<file path="src/rtl/keypad_scanner_if.sv">
// rtl/keypad_scanner_if.sv - keypad scanner matrix and key-report signal bundle
interface keypad_scanner_if;
    logic [3:0] row_in;
    logic [3:0] col_drive;
    logic [3:0] column;
    logic [3:0] row;
    logic       key_valid;
    logic       key_held;

    // Scanner side: reads rows, drives columns and reports keys
    modport master (
        input  row_in,
        output col_drive,
        output column,
        output row,
        output key_valid,
        output key_held
    );

    // Consumer / keypad side
    modport slave (
        output row_in,
        input  col_drive,
        input  column,
        input  row,
        input  key_valid,
        input  key_held
    );
endinterface

</file>
<file path="src/rtl/keypad_scanner.sv">
// rtl/keypad_scanner.sv - 4x4 matrix keypad scanner with press/release debounce
module keypad_scanner #(
    parameter int SCAN_DIV        = 4,
    parameter int DEBOUNCE_CYCLES = 50000
) (
    input  logic             clk,
    input  logic             rst,
    keypad_scanner_if.master kp
);
    localparam int DW = (SCAN_DIV > 1) ? $clog2(SCAN_DIV) : 1;
    localparam int CW = $clog2(DEBOUNCE_CYCLES + 1);
    localparam logic [DW-1:0] DWELL_LAST = DW'(SCAN_DIV - 1);
    localparam logic [CW-1:0] CNT_LAST   = CW'(DEBOUNCE_CYCLES - 1);

    typedef enum logic [1:0] {SCAN, DEBOUNCE, PRESSED, RELEASE} state_t;

    state_t        state;
    logic [3:0]    sync1;
    logic [3:0]    rs;
    logic [DW-1:0] dwell;
    logic [CW-1:0] cnt;
    logic [1:0]    col_idx;
    logic [1:0]    cap_row;
    logic [3:0]    col_drive_q;
    logic [1:0]    column_q;
    logic [1:0]    row_q;
    logic          key_valid_q;
    logic          key_held_q;

    // Lowest-index active-low row wins when several rows are down
    function automatic logic [1:0] first_low(input logic [3:0] r);
        if (!r[0])      return 2'd0;
        else if (!r[1]) return 2'd1;
        else if (!r[2]) return 2'd2;
        else            return 2'd3;
    endfunction

    // Active-low one-hot drive pattern for a column index
    function automatic logic [3:0] drive_of(input logic [1:0] c);
        return ~(4'b0001 << c);
    endfunction

    // Two-flop synchroniser for the asynchronous row lines; idle level is all-high
    always_ff @(posedge clk) begin
        if (rst) begin
            sync1 <= 4'b1111;
            rs    <= 4'b1111;
        end else begin
            sync1 <= kp.row_in;
            rs    <= sync1;
        end
    end

    // Scan / debounce / hold / release state machine with registered outputs
    always_ff @(posedge clk) begin
        if (rst) begin
            state       <= SCAN;
            dwell       <= '0;
            cnt         <= '0;
            col_idx     <= 2'd0;
            cap_row     <= 2'd0;
            col_drive_q <= 4'b1110;
            column_q    <= 2'd0;
            row_q       <= 2'd0;
            key_valid_q <= 1'b0;
            key_held_q  <= 1'b0;
        end else begin
            key_valid_q <= 1'b0;
            case (state)
                SCAN: begin
                    if (dwell == DWELL_LAST) begin
                        dwell <= '0;
                        if (rs == 4'b1111) begin
                            col_idx     <= col_idx + 2'd1;
                            col_drive_q <= drive_of(col_idx + 2'd1);
                        end else begin
                            cap_row <= first_low(rs);
                            cnt     <= '0;
                            state   <= DEBOUNCE;
                        end
                    end else begin
                        dwell <= dwell + 1'b1;
                    end
                end
                DEBOUNCE: begin
                    if (rs[cap_row]) begin
                        // Bounce: abandon this key and move on without touching outputs
                        state       <= SCAN;
                        dwell       <= '0;
                        cnt         <= '0;
                        col_idx     <= col_idx + 2'd1;
                        col_drive_q <= drive_of(col_idx + 2'd1);
                    end else if (cnt == CNT_LAST) begin
                        state       <= PRESSED;
                        cnt         <= '0;
                        column_q    <= col_idx;
                        row_q       <= cap_row;
                        key_valid_q <= 1'b1;
                        key_held_q  <= 1'b1;
                    end else begin
                        cnt <= cnt + 1'b1;
                    end
                end
                PRESSED: begin
                    if (rs == 4'b1111) begin
                        state <= RELEASE;
                        cnt   <= '0;
                    end
                end
                RELEASE: begin
                    if (rs != 4'b1111) begin
                        state <= PRESSED;
                        cnt   <= '0;
                    end else if (cnt == CNT_LAST) begin
                        state       <= SCAN;
                        cnt         <= '0;
                        dwell       <= '0;
                        key_held_q  <= 1'b0;
                        col_idx     <= col_idx + 2'd1;
                        col_drive_q <= drive_of(col_idx + 2'd1);
                    end else begin
                        cnt <= cnt + 1'b1;
                    end
                end
                default: state <= SCAN;
            endcase
        end
    end

    assign kp.col_drive = col_drive_q;
    assign kp.column    = {2'b00, column_q};
    assign kp.row       = {2'b00, row_q};
    assign kp.key_valid = key_valid_q;
    assign kp.key_held  = key_held_q;
endmodule

</file>
<file path="src/flat_wrapper.sv">
// flat-port wrapper written by rule: the top's interface ports become plain ports
module keypad_scanner_flat 
#(
    parameter int SCAN_DIV        = 4,
    parameter int DEBOUNCE_CYCLES = 50000
)
  (clk, rst, kp_row_in, kp_col_drive, kp_column, kp_row, kp_key_valid, kp_key_held);
  keypad_scanner_if kp_i ();
  input  logic clk;
  input  logic rst;
  input wire logic [$bits(kp_i.row_in)-1:0] kp_row_in;
  output wire logic [$bits(kp_i.col_drive)-1:0] kp_col_drive;
  output wire logic [$bits(kp_i.column)-1:0] kp_column;
  output wire logic [$bits(kp_i.row)-1:0] kp_row;
  output wire logic [$bits(kp_i.key_valid)-1:0] kp_key_valid;
  output wire logic [$bits(kp_i.key_held)-1:0] kp_key_held;
  assign kp_i.row_in = kp_row_in;
  assign kp_col_drive = kp_i.col_drive;
  assign kp_column = kp_i.column;
  assign kp_row = kp_i.row;
  assign kp_key_valid = kp_i.key_valid;
  assign kp_key_held = kp_i.key_held;
  keypad_scanner #(.SCAN_DIV(SCAN_DIV), .DEBOUNCE_CYCLES(DEBOUNCE_CYCLES)) u_core (.clk(clk), .rst(rst), .kp(kp_i));
endmodule
</file>
<file path="config.mk">
export PLATFORM = sky130hd
export DESIGN_NAME = keypad_scanner_flat
export DESIGN_NICKNAME = d
export VERILOG_FILES = /design/src/rtl/keypad_scanner_if.sv /design/src/rtl/keypad_scanner.sv /design/src/flat_wrapper.sv
export SDC_FILE = /design/constraint.sdc
export NUM_CORES = 1
export LEC_CHECK = 0
export ABC_AREA = 1
export ABC_CLOCK_PERIOD_IN_PS = 2400
export BUFFER_PORTS_ARGS = -buffer_cell sky130_fd_sc_hd__buf_2
export CORE_MARGIN = 2
export CORE_UTILIZATION = 40
export CTS_CLUSTER_DIAMETER = 200
export DETAILED_ROUTE_END_ITERATION = 12
export GPL_ROUTABILITY_DRIVEN = 1
export PLACE_DENSITY = 0.53
export SLEW_MARGIN = 5
export SYNTH_ARGS = -nofsm -noshare
export SYNTH_HDL_FRONTEND = slang
export SYNTH_SLANG_ARGS = --single-unit
</file>
<file path="constraint.sdc">
create_clock -name clk -period 2.4 [get_ports clk]
set_input_delay 0.24 -clock clk [delete_from_list [all_inputs] [get_ports clk]]
set_output_delay 0.24 -clock clk [all_outputs]
set_load 0.03 [all_outputs]
</file>
==> results.py <==
metrics = {
    "synth": {
        "syn_area_per_cell_sq_um": 7.024,
        "syn_inst": 316,
        "ys_warn_count": 0,
        "seq_area_frac_synth_pct": 37.88,
        "ys_types": 31,
        "synth_top_area_share_pct": 37.88,
        "synth_area_leaders": "dfxtp_1 (38%), nand2_1 (12%), nor2_1 (6.6%)",
        "yosys.area.top_type": "dfxtp_1",
        "syn_area_sq_um": 2220,
        "ys_seq_elements": 42,
    },
    "final_layout": {
        "area_growth_pct": 10.71,
        "final_common_cell": "nand2_1",
        "antenna_cells": 0,
        "drive_gt1_share_pct": 18.51,
        "layout_common_cells": "nand2_1 (69), dfxtp_1 (42), nor2_1 (39)",
        "nets": 346,
        "fin_util_pct": 45.18,
    },
    "clocking": {
        "cts_resized": 0,
        "cts_root_buffer": "clkbuf_8",
        "cts.reportedPaths.clkPinSlew_ns": 0.08,
        "cts_buffers": 5,
        "cts_setup_buffers": 0,
        "clk_latency_ns": 0.30,
        "postCtsHoldBufs": 0,
        "cts-htree-levels": 2,
        "clock_sinks": 42,
        "cts_tree": "yes",
        "clock_path_buffers": 2,
    },
    "grt": {
        "grt_pass1_vias": 1765,
        "grt_usage_pct": 16.57,
        "grt_first_pass_wirelength_microns": 8093,
        "antenna_found_initial": 0,
        "globalRouteOverflowTotal": 0,
        "grt_max_degree": 19,
    },
    "sta": {
        "hold_viol_final": 0,
        "slew_violations": 0,
        "max-slew-margin-rel_pct": 65.23,
        "tns_ns": 0,
        "fin_worst_skew_ns": 0.008700,
        "fin_crit_sh_pct": 66.98,
        "period_minus_slack_ns": 1.608,
        "rsz0062_at_grt": "no",
        "fmax_mhz": 622.1,
        "hold_slack_ns": 0.1201,
        "setup_violations": 0,
        "tightest_slew_ns": 0.5183,
    },
    "critical_path": {
        "end_kind": "register",
        "path_class": "reg2reg",
        "cp_slowest_stage_delay_ns": 0.37,
        "cp_cell_sequence": "ha_1, nand2_1, clkinv_2, nand3_1, nor2_2, inv_1, nor2_4, xor2_1, nor2_1",
        "cp_max_fo": 6,
        "cp.required_ns": 2.59,
        "worst_setup_path_start_kind": "register",
        "slowest_stage": "dfxtp_1",
        "cp.arrival_ns": 1.80,
    },
    "die": {
        "initial_core_util_pct": 40.81,
        "fp.coreArea_sq_um": 5439,
        "io_pins": 20,
        "rows": 27,
        "die-area_sq_um": 6161,
        "chipHeight_microns": 78.49,
        "die_w_microns": 78.49,
    },
    "power": {
        "p_leak_nw": 1.043,
        "p_per_area_nw_per_um2": 814.6,
        "switching_share_pct": 36.18,
        "p_int_w": 0.001278,
        "power_frac_comb_pct": 31.0,
        "p_total_w": 0.002002,
        "p_switching_w": 0.0007241,
        "seqPwrFrac_pct": 40.9,
        "p_clk_share_pct": 28.1,
        "ir_worst_vdd_uv": 322.2,
    },
    "route": {
        "wirelength_microns": 4495,
        "ant_nets": 0,
        "wire_per_inst_microns": 11.04,
        "drt-initial-drc-count": 127,
        "top_layer": "met4",
        "dr.pass1.iters": 4,
        "m1WireLength_microns": 2130,
        "vias": 1876,
        "routed-wl-met3_microns": 141,
        "met2WireLength_microns": 2156,
        "avgViaCountPerCell": 4.609,
        "drc_errors": 0,
    },
    "placement": {
        "gp_congestion": 0.8001,
        "port_buffers": 15,
        "place.detailed.hpwl_microns": 3407,
    },
    "min_path": {
        "hold_class": "in2reg",
    },
    "status": {
        "status": "finished clean",
    },
    "job": {
        "maxCapViolCount": 0,
    },
}
[flip-flops by register name (all words and copies together), names as in the netlist, 2 cells and up]
register and cells:
u_core.cnt 16, u_core.kp.col_drive 4, u_core.rs 4, u_core.sync1 4, u_core.cap_row 2, u_core.col_idx 2
u_core.column_q 2, u_core.dwell 2, u_core.row_q 2, u_core.state 2
[power groups by stage]
stage | Clock [W] | Sequential [W] | Combinational [W]
detailed placement | 0 | 0.000836 | 0.000631
finish | 0.000562 | 0.000819 | 0.000621
CTS | 0.000585 | 0.000820 | 0.000633
global placement | 0 | 0.000836 | 0.000625
global route | 0.000621 | 0.000832 | 0.000718
floorplan | 0 | 0.000861 | 0.000507
[routing by layer]
| layer | up-vias | global-route usage, % |
|---|---|---|
| met2 | 27 | 28.02 |
| met5 | - | 0 |
| met4 | 0 | 6.316 |
| met1 | 822 | 20.87 |
| met3 | 7 | 3.103 |
| li1 | 1020 | - |
[per-stage QoR]
| stage | instance area [sq um] | setup WS (ns) | cells |
|---|---|---|---|
| 4_1_cts | 2457 | 0.7840 | 407 |
| 6_report | 2457 | 0.7925 | 407 |
| 3_3_place_gp | 2347 | 0.8089 | 399 |
| 2_1_floorplan | 2231 | 1.019 | 319 |
| 5_1_grt | 2457 | 0.6560 | 407 |
| 3_5_place_dp | 2347 | 0.8078 | 399 |
[cell usage after synthesis, drive strengths merged]
| cell | n |
|---|---|
| nand2 | 79 |
| nor2 | 49 |
| dfxtp | 42 |
| inv | 41 |
| nand3 | 29 |
| a21oi | 19 |
| o21ai | 12 |
| or2 | 8 |
| ha | 6 |
| nand3b | 6 |
| nor3 | 6 |
| buf | 5 |
| nand4 | 4 |
| clkinv | 3 |
| clkbuf | 2 |
| xor2 | 2 |
| conb | 1 |
| o21bai | 1 |
| xnor2 | 1 |
[cell type report]
cell class	count	area, sq um
fillers	591	2982
multi-input cells	226	1175
flip-flops and latches	42	840.8
inverters	44	166.4
well taps	72	90.09
repair buffers	15	75.07
clock buffers	6	72.57
clock inverters	2	37.54
[final timing paths]
kind	from	end	slack, ns	cells past startpoint
max reg2reg	u_core.cnt[1]	u_core.cnt[10]	0.79	9
min	kp_row_in[2]	u_core.sync1[2]	0.12	2
max	u_core.cnt[1]	u_core.cnt[10]	0.79	9
min reg2reg	u_core.sync1[0]	u_core.rs[0]	0.42	1
[cell families after synthesis]
logic type,synth area share [%]
AND/OR/NAND/NOR,39.85
other,0.1689
flip-flops,37.88
XOR/XNOR,1.184
buffers and inverters,9.696
adder cells (fa/ha/maj),3.382
AO/OA/AOI/OAI,7.836
[critical path: cells and delay by family (launching register included)]
| kind | cells | cell delay (ns) |
|---|---|---|
| simple gates | 5 | 0.56 |
| flops | 1 | 0.37 |
| fa+ha+maj | 1 | 0.17 |
| buf+inv | 2 | 0.21 |
| xor+xnor | 1 | 0.18 |
Power figures use the tool's default switching activity.
